<file path="config.mk">
export PLATFORM = sky130hd
export DESIGN_NAME = pair_unpack_fifo
export DESIGN_NICKNAME = d
export VERILOG_FILES = /design/src/rtl/pair_unpack_fifo.sv
export SDC_FILE = /design/constraint.sdc
export NUM_CORES = 2
export LEC_CHECK = 0
export CORE_MARGIN = 3
export CORE_UTILIZATION = 39
export CTS_BUF_LIST = sky130_fd_sc_hd__clkbuf_8 sky130_fd_sc_hd__clkbuf_16
export DETAILED_ROUTE_END_ITERATION = 6
export GPL_TIMING_DRIVEN = 1
export SLEW_MARGIN = 20
export SYNTH_ARGS = -nofsm -noshare
export SYNTH_HDL_FRONTEND = slang
export SYNTH_SLANG_ARGS = --single-unit
</file>
<file path="constraint.sdc">
create_clock -name clk -period 5.78 [get_ports clk]
set_input_delay 0.867 -clock clk [delete_from_list [all_inputs] [get_ports clk]]
set_output_delay 0.867 -clock clk [all_outputs]
set_load 0.01 [all_outputs]
</file>
<file path="src/rtl/pair_unpack_fifo.sv">
// pair_unpack_fifo: 64-bit pair in, 32-bit word out FIFO, upper half first
module pair_unpack_fifo #(
  parameter int DATA_W = 32,
  parameter int DEPTH = 128,
  localparam int AW = $clog2(DEPTH)
) (
  input  logic              clk,
  input  logic              rst,
  input  logic              flush,
  input  logic [2*DATA_W-1:0] in_data,
  input  logic              in_valid,
  output logic              in_ready,
  output logic [DATA_W-1:0] out_data,
  output logic              out_valid,
  input  logic              out_ready,
  output logic [AW:0]       count,
  output logic              full,
  output logic              empty
);
  logic [DATA_W-1:0] r_mem [DEPTH];
  logic [AW-1:0] r_wr_ptr;
  logic [AW-1:0] r_rd_ptr;
  logic [AW:0] r_count;
  logic w_push;
  logic w_pop;
  assign count = r_count;
  assign empty = r_count == '0;
  assign full = r_count == (AW+1)'(DEPTH);
  assign in_ready = r_count <= (AW+1)'(DEPTH - 2);
  assign out_valid = !empty;
  assign out_data = empty ? '0 : r_mem[r_rd_ptr];
  assign w_push = in_valid && in_ready;
  assign w_pop = out_valid && out_ready;
  // store both halves of an accepted pair; wr_ptr is even so the pair never wraps
  always_ff @(posedge clk)
    if (w_push && !rst && !flush) begin
      r_mem[r_wr_ptr] <= in_data[2*DATA_W-1:DATA_W];
      r_mem[{r_wr_ptr[AW-1:1], 1'b1}] <= in_data[DATA_W-1:0];
    end
  // pointers and occupancy, rst over flush over push/pop
  always_ff @(posedge clk)
    if (rst || flush) begin
      r_wr_ptr <= '0;
      r_rd_ptr <= '0;
      r_count <= '0;
    end else begin
      r_wr_ptr <= w_push ? r_wr_ptr + AW'(2) : r_wr_ptr;
      r_rd_ptr <= w_pop ? r_rd_ptr + AW'(1) : r_rd_ptr;
      r_count <= r_count + {w_push, 1'b0} - (AW+1)'(w_pop);
    end
endmodule

</file>
After elaboration in Yosys (flattened, before gate mapping)
Memory sizes are Yosys's and may differ from the RTL's. A register that Yosys moved wholly into a read port is not among the register bits.
Cells that the tools add are included.
Storage, ports and cells
  register bits after elaboration: 22
  RAM bits: 4096
  input port bits: 69
  output and inout port bits: 44
  word-level logic and storage cells: 24
  memories: 1
Operators by class
  add/subtract/negate cells: 4
  $lt $le $gt $ge: 1
  eq/ne operators: 1
  muxes and demuxes: 5
  reduce and logical (&&, ||, !) cells: 9
Memories
  r_mem: depth 128, width 32, read ports 1, clocked after memory_dff 1, write ports 2, RTL line 20  | logic [DATA_W-1:0] r_mem [DEPTH];
Operators by type and width (count)
  $mux 32: 1
  $mux 7: 2
  $add 8x2->8: 1
  $eq 8x8->1 const B: 1
  $le 8x7->1 const B: 1
  $logic_not 8->1: 1
  $sub 8x1->8: 1
  $add 7x1->7 const B: 1
  $add 7x2->7 const B: 1
  $logic_and 1x1->1: 4
  $logic_not 1->1: 3
  $mux 1: 2
  $logic_or 1x1->1: 1

Depth between registers and ports, before layout
  word-level depth: 6
  depth in mapped cells: 17
  gate-level depth less buffers: 16

Worst setup path after synthesis
OpenSTA, ideal clock, no wires.
  path type: reg2reg
  start: reg r_count[7], in the netlist count[7]
  end: mem r_mem[114][0] (enable)
  setup time: 0.487 ns
  arrival time: 4.684 ns
  required time: 5.293 ns
  slack: 0.610 ns
  stages on the path, launching flop included: 12
  buffers on the path: 2
  period minus slack after synthesis: 5.170 ns
  path through: dfxtp_1 -> inv_1 -> ha_1 -> nand4_1 -> mux2i_1 -> and2_1 -> buf_4 -> inv_1 -> nor2_1 -> nand2_1 -> clkbuf_1 -> nor2_1
RTL lines
  start: declaration: RTL line 23  | logic [AW:0] r_count;
  start signal: assignment: RTL line 49  | r_count <= r_count + {w_push, 1'b0} - (AW+1)'(w_pop);
  end: declaration: RTL line 20

==> results.toml <==
[drt]
via_count = 75700
ant_nets = 0
detail_route.vias_per_cell = 5.80
iteration_0_drc_count_of_the_detailed_router = 8130
wirelength_um = 405000
count_of_unresolved_drc_violations_after_routing = 0
routed_wire_length_per_instance_um = 31.0
drt_pass1_iterations = 5

[clock_network]
cts_hold_repair.buffers = 0
clockBufferDepth = 4
cts_inserted_buffers = 413
insertion_delay_ps = 950
cts_root_buffer = "sky130_fd_sc_hd__clkbuf_16"
clk_pin_slew_worst_paths_ps = 60
cts_tree = "yes"
cts_sinks = 4124
ctsHtreeMaxLevel = 5

[hold_path]
holdPathStages = 1
hold_crit_path_type = "in2reg"
hold-path-endpoint = "r_mem[62][19]"
hp-start = "in_data[51]"

[sta]
maxSlewHeadroom_pct = 22.3
post-route-period-util_pct = 98.6
finClkSkew_ps = 64.1
grt_setup_unrepaired = "yes"
max_freq_mhz = 176
finalHoldViolCount = 0
worst_hold_slack_ps = 403
post-route-min-period_ps = 5700
slew_worst_pin_ps = 1170
final_max_slew_viol_count = 0
finalSetupViolCount = 0

[finish]
most_common_cell_after_layout_fill_and_taps_aside = "sky130_fd_sc_hd__edfxtp_1"
drive_gt1_share_pct = 25.9
n_fill_cell = 32900
nNetsFinal = 7560
final_cell_mix = "sky130_fd_sc_hd__edfxtp_1 (4096), sky130_fd_sc_hd__mux4_2 (822), sky130_fd_sc_hd__a22oi_1 (449), sky130_fd_sc_hd__clkbuf_16 (419), sky130_fd_sc_hd__mux2i_1 (390)"
fin_cells = 13100
syn_to_final_growth_pct = 15.3
finish.utilization_pct = 45.3
final_area_mm2 = 0.180

[placed_design]
dp.cells = 12300
dpl_cell_area_mm2 = 0.166
post-dp-hpwl_um = 227000
place.gp.congestion = 0.773
port_buffers = 112

[worst_setup_path]
critical-path-slowest-cell = "sky130_fd_sc_hd__a31oi_2"
r2r_cells = 11
worstReg2RegStart = "count[7]"
reg2reg_to = "r_mem[60][29]"
worstPathBufferInverterCount = 2
timing.critical_path.max_delay_family = "simple AND/OR/NAND/NOR gates"
timing_worst_setup_path_type = "reg2out"
setup.worst_path.end_class = "primary output"
crit_arrival_ps = 4830
timing.critical_path.cells = "nand2_1 > nor3_2 > buf_4 > nand3_1 > and4_1 > a31oi_2 > clkdlybuf4s50_1"
timing.reg2reg.setup_slack_ps = 1310
critPathMaxFanout = 20
critical_path.startpoint_type = "flip-flop"
critical_path.max_stage_delay_ps = 690
required_ps = 4910

[grt]
grt_max_degree = 95
grt_antenna_before_repair = 22
grt_pass1_vias = 77500
grt_first_pass_wirelength_um = 578000
gr-total-overflow = 0
grtUsageTotal_pct = 19.6

[synthesis]
syn-mean-instance-area_um2 = 22.4
synth-edff-count = 4096
synth_top_cells_by_area = "sky130_fd_sc_hd__edfxtp_1 (79%), sky130_fd_sc_hd__mux4_2 (12%), sky130_fd_sc_hd__mux2i_1 (2.5%)"
yosys.area.top_type = "sky130_fd_sc_hd__edfxtp_1"
netlist_area_pre_place_mm2 = 0.156
synthesis.nets = 7041
netlist_instances = 6951
synth_sequential_area_ratio_pct = 79.2
ys_dominant_reg_cell = "sky130_fd_sc_hd__edfxtp_1"
yosys.cell_types.count = 46
yosys_warnings = 0
postSynth.asyncResetShare_pct = 0
yosysTopAreaCellShare_pct = 78.8
yosys_register_bits = 4124

[power_and_ir_drop]
clockPowerShare_pct = 40.2
seq_power_share_pct = 51.3
cellPowerDensity_mw_per_mm2 = 357
cellLeakagePower_nw = 54.1
switching_share_pct = 22.1
peakVddDrop_v = 0.000332
p_comb_share_pct = 8.4
internal_dissipation_mw = 50.1
net-switching-power_mw = 14.2

[flow_run]
max-cap-violations = 0

[floorplanning]
initial_core_util_pct = 39.3
std_cell_rows = 231
die_height_um = 638
fp.dieArea_mm2 = 0.408
floorplan.core_area_mm2 = 0.397
ioPinCount = 113
die_w_um = 638

[run_status]
run_status = "finished clean"
[layout make-up]
type,instances,area (um^2),share of cell area (%)
diodes,8,20.0,0.0111
clock buffers,429,10600,5.91
clock inverters,317,2500,1.39
inverters,19,73.8,0.0410
multi-input cells,2425,31500,17.5
flip-flops and latches,4124,124000,68.7
well taps,5242,6560,3.65
repair buffers,487,5080,2.82
[timing repair]
action	CTS	global route
gates resized for setup	12	5
setup endpoints to repair	23	7
setup buffers	23	3
pin swaps	5	1
[how the worst max path moves through the flow]
stage | startpoint | end | slack [ps] | cells past startpoint
after floorplan | count[7] | r_mem[114][0] | 610 | 11
after global placement | flip-flop | out_data[21] | 280 | 9
after detailed placement | flip-flop | out_data[21] | 460 | 9
after CTS | flip-flop | out_data[12] | 10 | 8
after global routing | flip-flop | out_data[20] | -40 | 9
final | flip-flop | out_data[18] | 80 | 7
[through the flow]
stage	TNS, ps	power, mW	worst slack (ps)
floorplan	0	36.7	610
global placement	0	39.0	283
detailed placement	0	39.1	464
CTS	0	64.9	11.7
global route	-58.5	66.4	-35.8
finish	0	64.3	83.1
[per-layer routing]
layer | vias to the layer above | wire length (um) | track usage (%)
met4 | 6 | 8160 | 4.12
met3 | 487 | 29900 | 3.16
met1 | 41300 | 167000 | 27.4
met5 | - | 35 | 0
met2 | 3110 | 200000 | 32.5
li1 | 30800 | - | -
[cells by family after synthesis]
| logic type | after synthesis | synth area share, % |
|---|---|---|
| buffers and inverters | 402 | 1.13 |
| DFF | 4124 | 79.2 |
| adders and majority gates | 21 | 0.173 |
| xor gates and xnor gates | 14 | 0.0786 |
| and+or+nand+nor | 444 | 1.42 |
| AOI/OAI and AO/OA | 656 | 3.06 |
| muxes | 1290 | 14.9 |
[registers in the layout (all words and copies together), names as in the netlist, named ones only]
signal	flops
r_mem	4096
count	8
r_wr_ptr	6
r_rd_ptr	7
[worst register-to-register path: stages (launching register included)]
cell and delay, ps:
sky130_fd_sc_hd__dfxtp_1 370, sky130_fd_sc_hd__inv_1 80, sky130_fd_sc_hd__ha_1 180, sky130_fd_sc_hd__nand4_1 110, sky130_fd_sc_hd__mux2i_1 240, sky130_fd_sc_hd__and2_1 530
sky130_fd_sc_hd__inv_1 380, sky130_fd_sc_hd__nor2_1 350, sky130_fd_sc_hd__nand2_1 600, sky130_fd_sc_hd__buf_4 460, sky130_fd_sc_hd__nor2_4 510, sky130_fd_sc_hd__buf_12 330
[synthesized netlist by cell type (2+ instances only)]
cell	number
sky130_fd_sc_hd__inv_1	18
sky130_fd_sc_hd__nand2b_1	4
sky130_fd_sc_hd__dfxtp_1	28
sky130_fd_sc_hd__buf_4	4
sky130_fd_sc_hd__nor3_1	10
sky130_fd_sc_hd__and3_1	3
sky130_fd_sc_hd__nand3b_1	2
sky130_fd_sc_hd__a31oi_1	33
sky130_fd_sc_hd__xor2_1	10
sky130_fd_sc_hd__or2_2	2
sky130_fd_sc_hd__a22oi_1	449
sky130_fd_sc_hd__or3_1	2
sky130_fd_sc_hd__o22ai_1	8
sky130_fd_sc_hd__or4_1	2
sky130_fd_sc_hd__nor2_1	200
sky130_fd_sc_hd__buf_1	7
sky130_fd_sc_hd__nor2b_1	10
sky130_fd_sc_hd__and2_1	3
sky130_fd_sc_hd__mux4_2	822
sky130_fd_sc_hd__nand3_1	71
sky130_fd_sc_hd__o21bai_1	2
sky130_fd_sc_hd__o21ai_0	2
sky130_fd_sc_hd__o221ai_1	62
sky130_fd_sc_hd__ha_1	20
sky130_fd_sc_hd__mux2_2	78
sky130_fd_sc_hd__edfxtp_1	4096
sky130_fd_sc_hd__xnor2_1	4
sky130_fd_sc_hd__a21oi_1	68
sky130_fd_sc_hd__nand4_1	69
sky130_fd_sc_hd__buf_2	164
sky130_fd_sc_hd__and4_1	31
sky130_fd_sc_hd__clkbuf_1	203
sky130_fd_sc_hd__or3b_2	2
sky130_fd_sc_hd__mux2i_1	390
sky130_fd_sc_hd__buf_6	5
sky130_fd_sc_hd__o211ai_1	31
sky130_fd_sc_hd__nand2_1	27
[power groups by stage]
stage          logic, mW  registers [mW]  clock network, mW
2_1_floorplan       3.14            33.6                  0
3_3_place_gp        5.39            33.6                  0
3_5_place_dp        5.46            33.6                  0
4_1_cts             5.52            33.0               26.3
5_1_grt             5.80            33.0               27.6
6_report            5.42            33.0               25.9
(Power assumes the default switching activity.)
